### config.mk
export PLATFORM = sky130hd
export DESIGN_NAME = approx_mul_inverse_divider
export DESIGN_NICKNAME = d
export VERILOG_FILES = /design/src/rtl/approx_mul_inverse_divider.sv
export SDC_FILE = /design/constraint.sdc
export NUM_CORES = 1
export LEC_CHECK = 0
export ABC_AREA = 1
export CAP_MARGIN = 20
export CORE_ASPECT_RATIO = 0.8
export CORE_UTILIZATION = 58
export CTS_CLUSTER_DIAMETER = 30
export DETAILED_ROUTE_END_ITERATION = 8
export PLACE_DENSITY = 0.85
export SETUP_SLACK_MARGIN = 0.15
export SLEW_MARGIN = 20
export SYNTH_ARGS = -nofsm -noshare
export SYNTH_HDL_FRONTEND = slang
export SYNTH_SLANG_ARGS = --single-unit
### constraint.sdc
create_clock -name clk -period 4.1 [get_ports clk]
set_clock_uncertainty 0.2 [all_clocks]
set_input_delay 0.82 -clock clk [delete_from_list [all_inputs] [get_ports clk]]
set_output_delay 0.82 -clock clk [all_outputs]
set_load 0.03 [all_outputs]
### src/rtl/approx_mul_inverse_divider.sv
// Sequential unsigned restoring divider: recovers a W-bit quotient and remainder
// from a 2W-bit product and a W-bit operand, one quotient bit per clock.
module approx_mul_inverse_divider #(
    parameter int WIDTH = 8
) (
    input  logic                 clk,
    input  logic                 rst_n,
    input  logic                 in_valid,
    output logic                 in_ready,
    input  logic [2*WIDTH-1:0]   dividend,
    input  logic [WIDTH-1:0]     divisor,
    output logic                 out_valid,
    input  logic                 out_ready,
    output logic [WIDTH-1:0]     quotient,
    output logic [WIDTH-1:0]     remainder,
    output logic                 div_by_zero,
    output logic                 overflow
);

    localparam int CW = (WIDTH > 1) ? $clog2(WIDTH) : 1;

    typedef enum logic [1:0] {IDLE, RUN, DONE} state_t;

    state_t           state, state_next;
    logic [CW-1:0]    count;
    logic [WIDTH-1:0] part_rem;
    logic [WIDTH-1:0] low_bits;
    logic [WIDTH-1:0] div_reg;
    logic [WIDTH:0]   trial;
    logic [WIDTH-1:0] trial_diff;
    logic [WIDTH-1:0] rem_next;
    logic             qbit;
    logic [WIDTH-1:0] upper;
    logic             is_zero;
    logic             is_ovf;

    assign upper    = dividend[2*WIDTH-1:WIDTH];
    assign is_zero  = (divisor == '0);
    assign is_ovf   = !is_zero && (upper >= divisor);
    assign in_ready = (state == IDLE);
    assign out_valid = (state == DONE);

    // R < divisor always holds, so R fits in W bits; only the trial value needs W+1.
    always_comb begin
        trial      = {part_rem, low_bits[WIDTH-1]};
        qbit       = (trial >= {1'b0, div_reg});
        trial_diff = trial[WIDTH-1:0] - div_reg;
        rem_next   = qbit ? trial_diff : trial[WIDTH-1:0];
    end

    always_comb begin
        state_next = state;
        case (state)
            IDLE: begin
                if (in_valid) begin
                    state_next = (is_zero || is_ovf) ? DONE : RUN;
                end
            end
            RUN: begin
                if (count == '0) begin
                    state_next = DONE;
                end
            end
            DONE: begin
                if (out_ready) begin
                    state_next = IDLE;
                end
            end
            default: state_next = IDLE;
        endcase
    end

    always_ff @(posedge clk or negedge rst_n) begin
        if (!rst_n) begin
            state <= IDLE;
        end else begin
            state <= state_next;
        end
    end

    // Flagged operations resolve on the accept edge and skip the iteration entirely.
    always_ff @(posedge clk or negedge rst_n) begin
        if (!rst_n) begin
            count       <= '0;
            part_rem    <= '0;
            low_bits    <= '0;
            div_reg     <= '0;
            quotient    <= '0;
            remainder   <= '0;
            div_by_zero <= 1'b0;
            overflow    <= 1'b0;
        end else begin
            case (state)
                IDLE: begin
                    if (in_valid) begin
                        if (is_zero) begin
                            div_by_zero <= 1'b1;
                            overflow    <= 1'b0;
                            quotient    <= '1;
                            remainder   <= dividend[WIDTH-1:0];
                        end else if (is_ovf) begin
                            div_by_zero <= 1'b0;
                            overflow    <= 1'b1;
                            quotient    <= '1;
                            remainder   <= '0;
                        end else begin
                            div_by_zero <= 1'b0;
                            overflow    <= 1'b0;
                            quotient    <= '0;
                            div_reg     <= divisor;
                            part_rem    <= upper;
                            low_bits    <= dividend[WIDTH-1:0];
                            count       <= CW'(WIDTH - 1);
                        end
                    end
                end
                RUN: begin
                    part_rem <= rem_next;
                    low_bits <= {low_bits[WIDTH-2:0], 1'b0};
                    quotient <= {quotient[WIDTH-2:0], qbit};
                    if (count == '0) begin
                        remainder <= rem_next;
                    end else begin
                        count <= count - 1'b1;
                    end
                end
                default: begin
                end
            endcase
        end
    end

endmodule

==> run_results.csv <==
group,metric,value,unit
cts,cts.sinks,47,
route,dr.pass1.iters,4,
sta,finalSetupTns,0,ns
sta,hold_violations,0,
finish,area_growth,19.14,%
sta,tightest_slew,0.9983,ns
cts,cts_made_buffers,5,
critical_path,cp.required,4.07,ns
cts,clockBufferDepth,2,
job,cap_violations,0,
global_routing,grt_max_degree,48,
finish,final_layout_size_suffix_gt1_frac,0.07317,
synthesis,yosysMostFrequentCell,"nand2_1",
global_routing,overflow,0,
global_routing,grt_pass1_vias,2541,
critical_path,crit_arrival,2.73,ns
sta,drv_slew,0,
synthesis,netlist_top_cells_area,"dfrtp_1 39%, nand2_1 24%, ha_1 7.6%",
sta,fin_crit_sh,0.6745,
cts,post-cts-setup-buffers,0,
critical_path,crit_buf_inv,2,
route,vias,2679,
synthesis,synth_seq_cells,47,
critical_path,cp-start-kind,"input pin",
power,peakVddDrop,0.0004622,V
synthesis,syn-cell-area,2980,um^2
synthesis,synth_edf_count,0,
sta,slew_headroom,0.3329,
cts,cts_hold_buf,0,
synthesis,synth_commonest_cells,"187 x nand2_1, 47 x dfrtp_1, 37 x inv_1, 30 x nand3_1, 18 x ha_1",
floorplanning,core_area,4762,um^2
global_routing,antenna_found_initial,0,
route,wl_per_cell,13.70,um
sta,fmax,0.3616,GHz
cts,clockRootBuffer,"clkbuf_8",
route,antenna_left,0,
power,p_leak,1.926,nW
synthesis,synth_warnings,0,
floorplanning,die_w,82.15,um
synthesis,synth.distinct_cells,29,
critical_path,cp_max_fo,17,
place,portBuffers,47,
floorplanning,rows,22,
cts,cts-resized-gates,0,
status,status,"complete, no violations",
global_routing,grt_pass1_wl,11.85,mm
synthesis,synth_top_area_frac,0.3946,
critical_path,path_class,"in2reg",
synthesis,seq_area_frac_synth,0.3946,
cts,insertion_delay,0.30,ns
synthesis,synth_nets,452,
floorplanning,die_h,66.12,um
route,post-route-drc-count,0,
sta,setup_violations,0,
synthesis,synth_top_area_cell,"dfrtp_1",
place,gp_congestion,0.8491,
route,vias_per_cell,5.243,
synthesis,synthFlopType,"dfrtp_1",
sta,rsz0062_at_grt,"false",
floorplanning,initial_core_util,0.6259,
finish,final_nets,498,
floorplanning,die_area,5431,um^2
synthesis,synth_area_per_cell,7.359,um^2
floorplanning,io_pins,48,
critical_path,cp_top_family,"compound AO/OA/AOI/OAI gates",
finish,final_util,0.7457,
critical_path,path_cells,"clkdlybuf4s50_1, inv_2, ha_1, a21oi_1, o21a_2, nand3_2, a21oi_4, o21ai_0",
power,p_per_area,833.3,nW/um^2
route,drt_iter0_markers,227,
cts,cts_htree_levels,2,
critical_path,slowest_stage,"clkdlybuf4s50_1",
finish,nFillCells,395,
cts,cts.clk_slew.worst_paths,0.08,ns
cts,cts_tree,"yes",
synthesis,synth-async-reset-ratio,1.000,
global_routing,grtUsageTotal,0.2964,
place,dpl.hpwl,5.224,mm
sta,post-route-min-period,2.766,ns
critical_path,worstSetupEndpointType,"register",
route,totalWireLength,7.003,mm
worst_hold_path,min-delay-path-class,"reg2reg",
synthesis,synth_cells,405,
finish,diodes,0,
critical_path,slowest_delay,0.49,ns
==> final cells by class <==
cell class | count | area [um^2] | share of cell area
clock buffers | 6 | 82.58 | 0.02326
clock inverters | 1 | 5.005 | 0.001409
inverters | 43 | 163.9 | 0.04616
multi-input cells | 307 | 1580 | 0.4450
flip-flops and latches | 47 | 1176 | 0.3312
well taps | 60 | 75.07 | 0.02114
repair buffers | 47 | 467.9 | 0.1318
==> worst register-to-register path: cells and delay by family (launching register included) <==
kind | cells | cell delay (ns)
buffers and inverters | 2 | 0.74
and+or+nand+nor | 3 | 0.84
DFF | 1 | 0.41
AOI/OAI and AO/OA | 2 | 0.23
==> cells by family after synthesis <==
family / after synthesis / share of synthesized area
xor+xnor: 4 / 0.01175
compound gates: 27 / 0.05038
fa+ha+maj: 19 / 0.08229
simple gates: 257 / 0.3858
buf+inv: 51 / 0.07514
flops: 47 / 0.3946
==> power breakdown <==
group | internal (mW) | switching, mW | total (mW)
Combinational | 0.675 | 1.18 | 1.85
Clock | 0.133 | 0.153 | 0.285
Sequential | 0.678 | 0.143 | 0.821
Total | 1.49 | 1.47 | 2.96
==> metrics by stage <==
| step | cell area (um^2) | cells | setup WS, ns | hold WS, ns | power [mW] |
|---|---|---|---|---|---|
| final | 3551 | 511 | 1.334 | 0.2877 | 2.959 |
| after global placement | 3461 | 504 | 1.118 | 0.2628 | 2.608 |
| after detailed placement | 3461 | 504 | 1.065 | 0.2654 | 2.666 |
| after global routing | 3551 | 511 | 1.226 | 0.3070 | 3.254 |
| after CTS | 3548 | 511 | 1.371 | 0.2890 | 2.956 |
| after floorplan | 2980 | 405 | 1.788 | 0.2492 | 2.198 |
==> placed cells by master (no fill, tap or decap), types with 2 or more instances in the layout <==
cell type / count
a21oi_1: 6
clkbuf_8: 6
clkdlybuf4s50_1: 46
dfrtp_1: 47
ha_1: 18
inv_1: 37
inv_2: 4
nand2_1: 187
nand2_2: 7
nand2_4: 3
nand3_1: 30
nand3_2: 3
nand3b_1: 9
nand4_1: 2
nor2_1: 8
nor2_4: 2
nor3_1: 2
nor3_2: 2
o21ai_0: 11
o21ai_1: 8
xor2_1: 4
==> final timing paths <==
| kind | startpoint | to | slack [ns] | cells after the start |
|---|---|---|---|---|
| min | low_bits[5]$_DFFE_PN0P_ | low_bits[5]$_DFFE_PN0P_ | 0.29 | 2 |
| min in group asynchronous | rst_n | remainder[4]$_DFFE_PN0P_ | 0.32 | 1 |
| max | divisor[7] | low_bits[6]$_DFFE_PN0P_ | 1.33 | 8 |
| max reg2reg | state[1]$_DFFE_PN0P_ | count[2]$_DFFE_PN0P_ | 1.60 | 7 |
| max in group asynchronous | rst_n | overflow$_DFFE_PN0P_ | 2.98 | 1 |
| min reg2reg | low_bits[5]$_DFFE_PN0P_ | low_bits[5]$_DFFE_PN0P_ | 0.29 | 2 |
==> routing by layer <==
metal,up-vias,part of all wire,track usage
met4,0,0.015,0.07456
li1,1364,-,-
met1,1209,0.47,0.4235
met2,95,0.44,0.4700
met3,11,0.066,0.04276
met5,-,0,0
No activity file was read; power rests on OpenSTA's default activity.
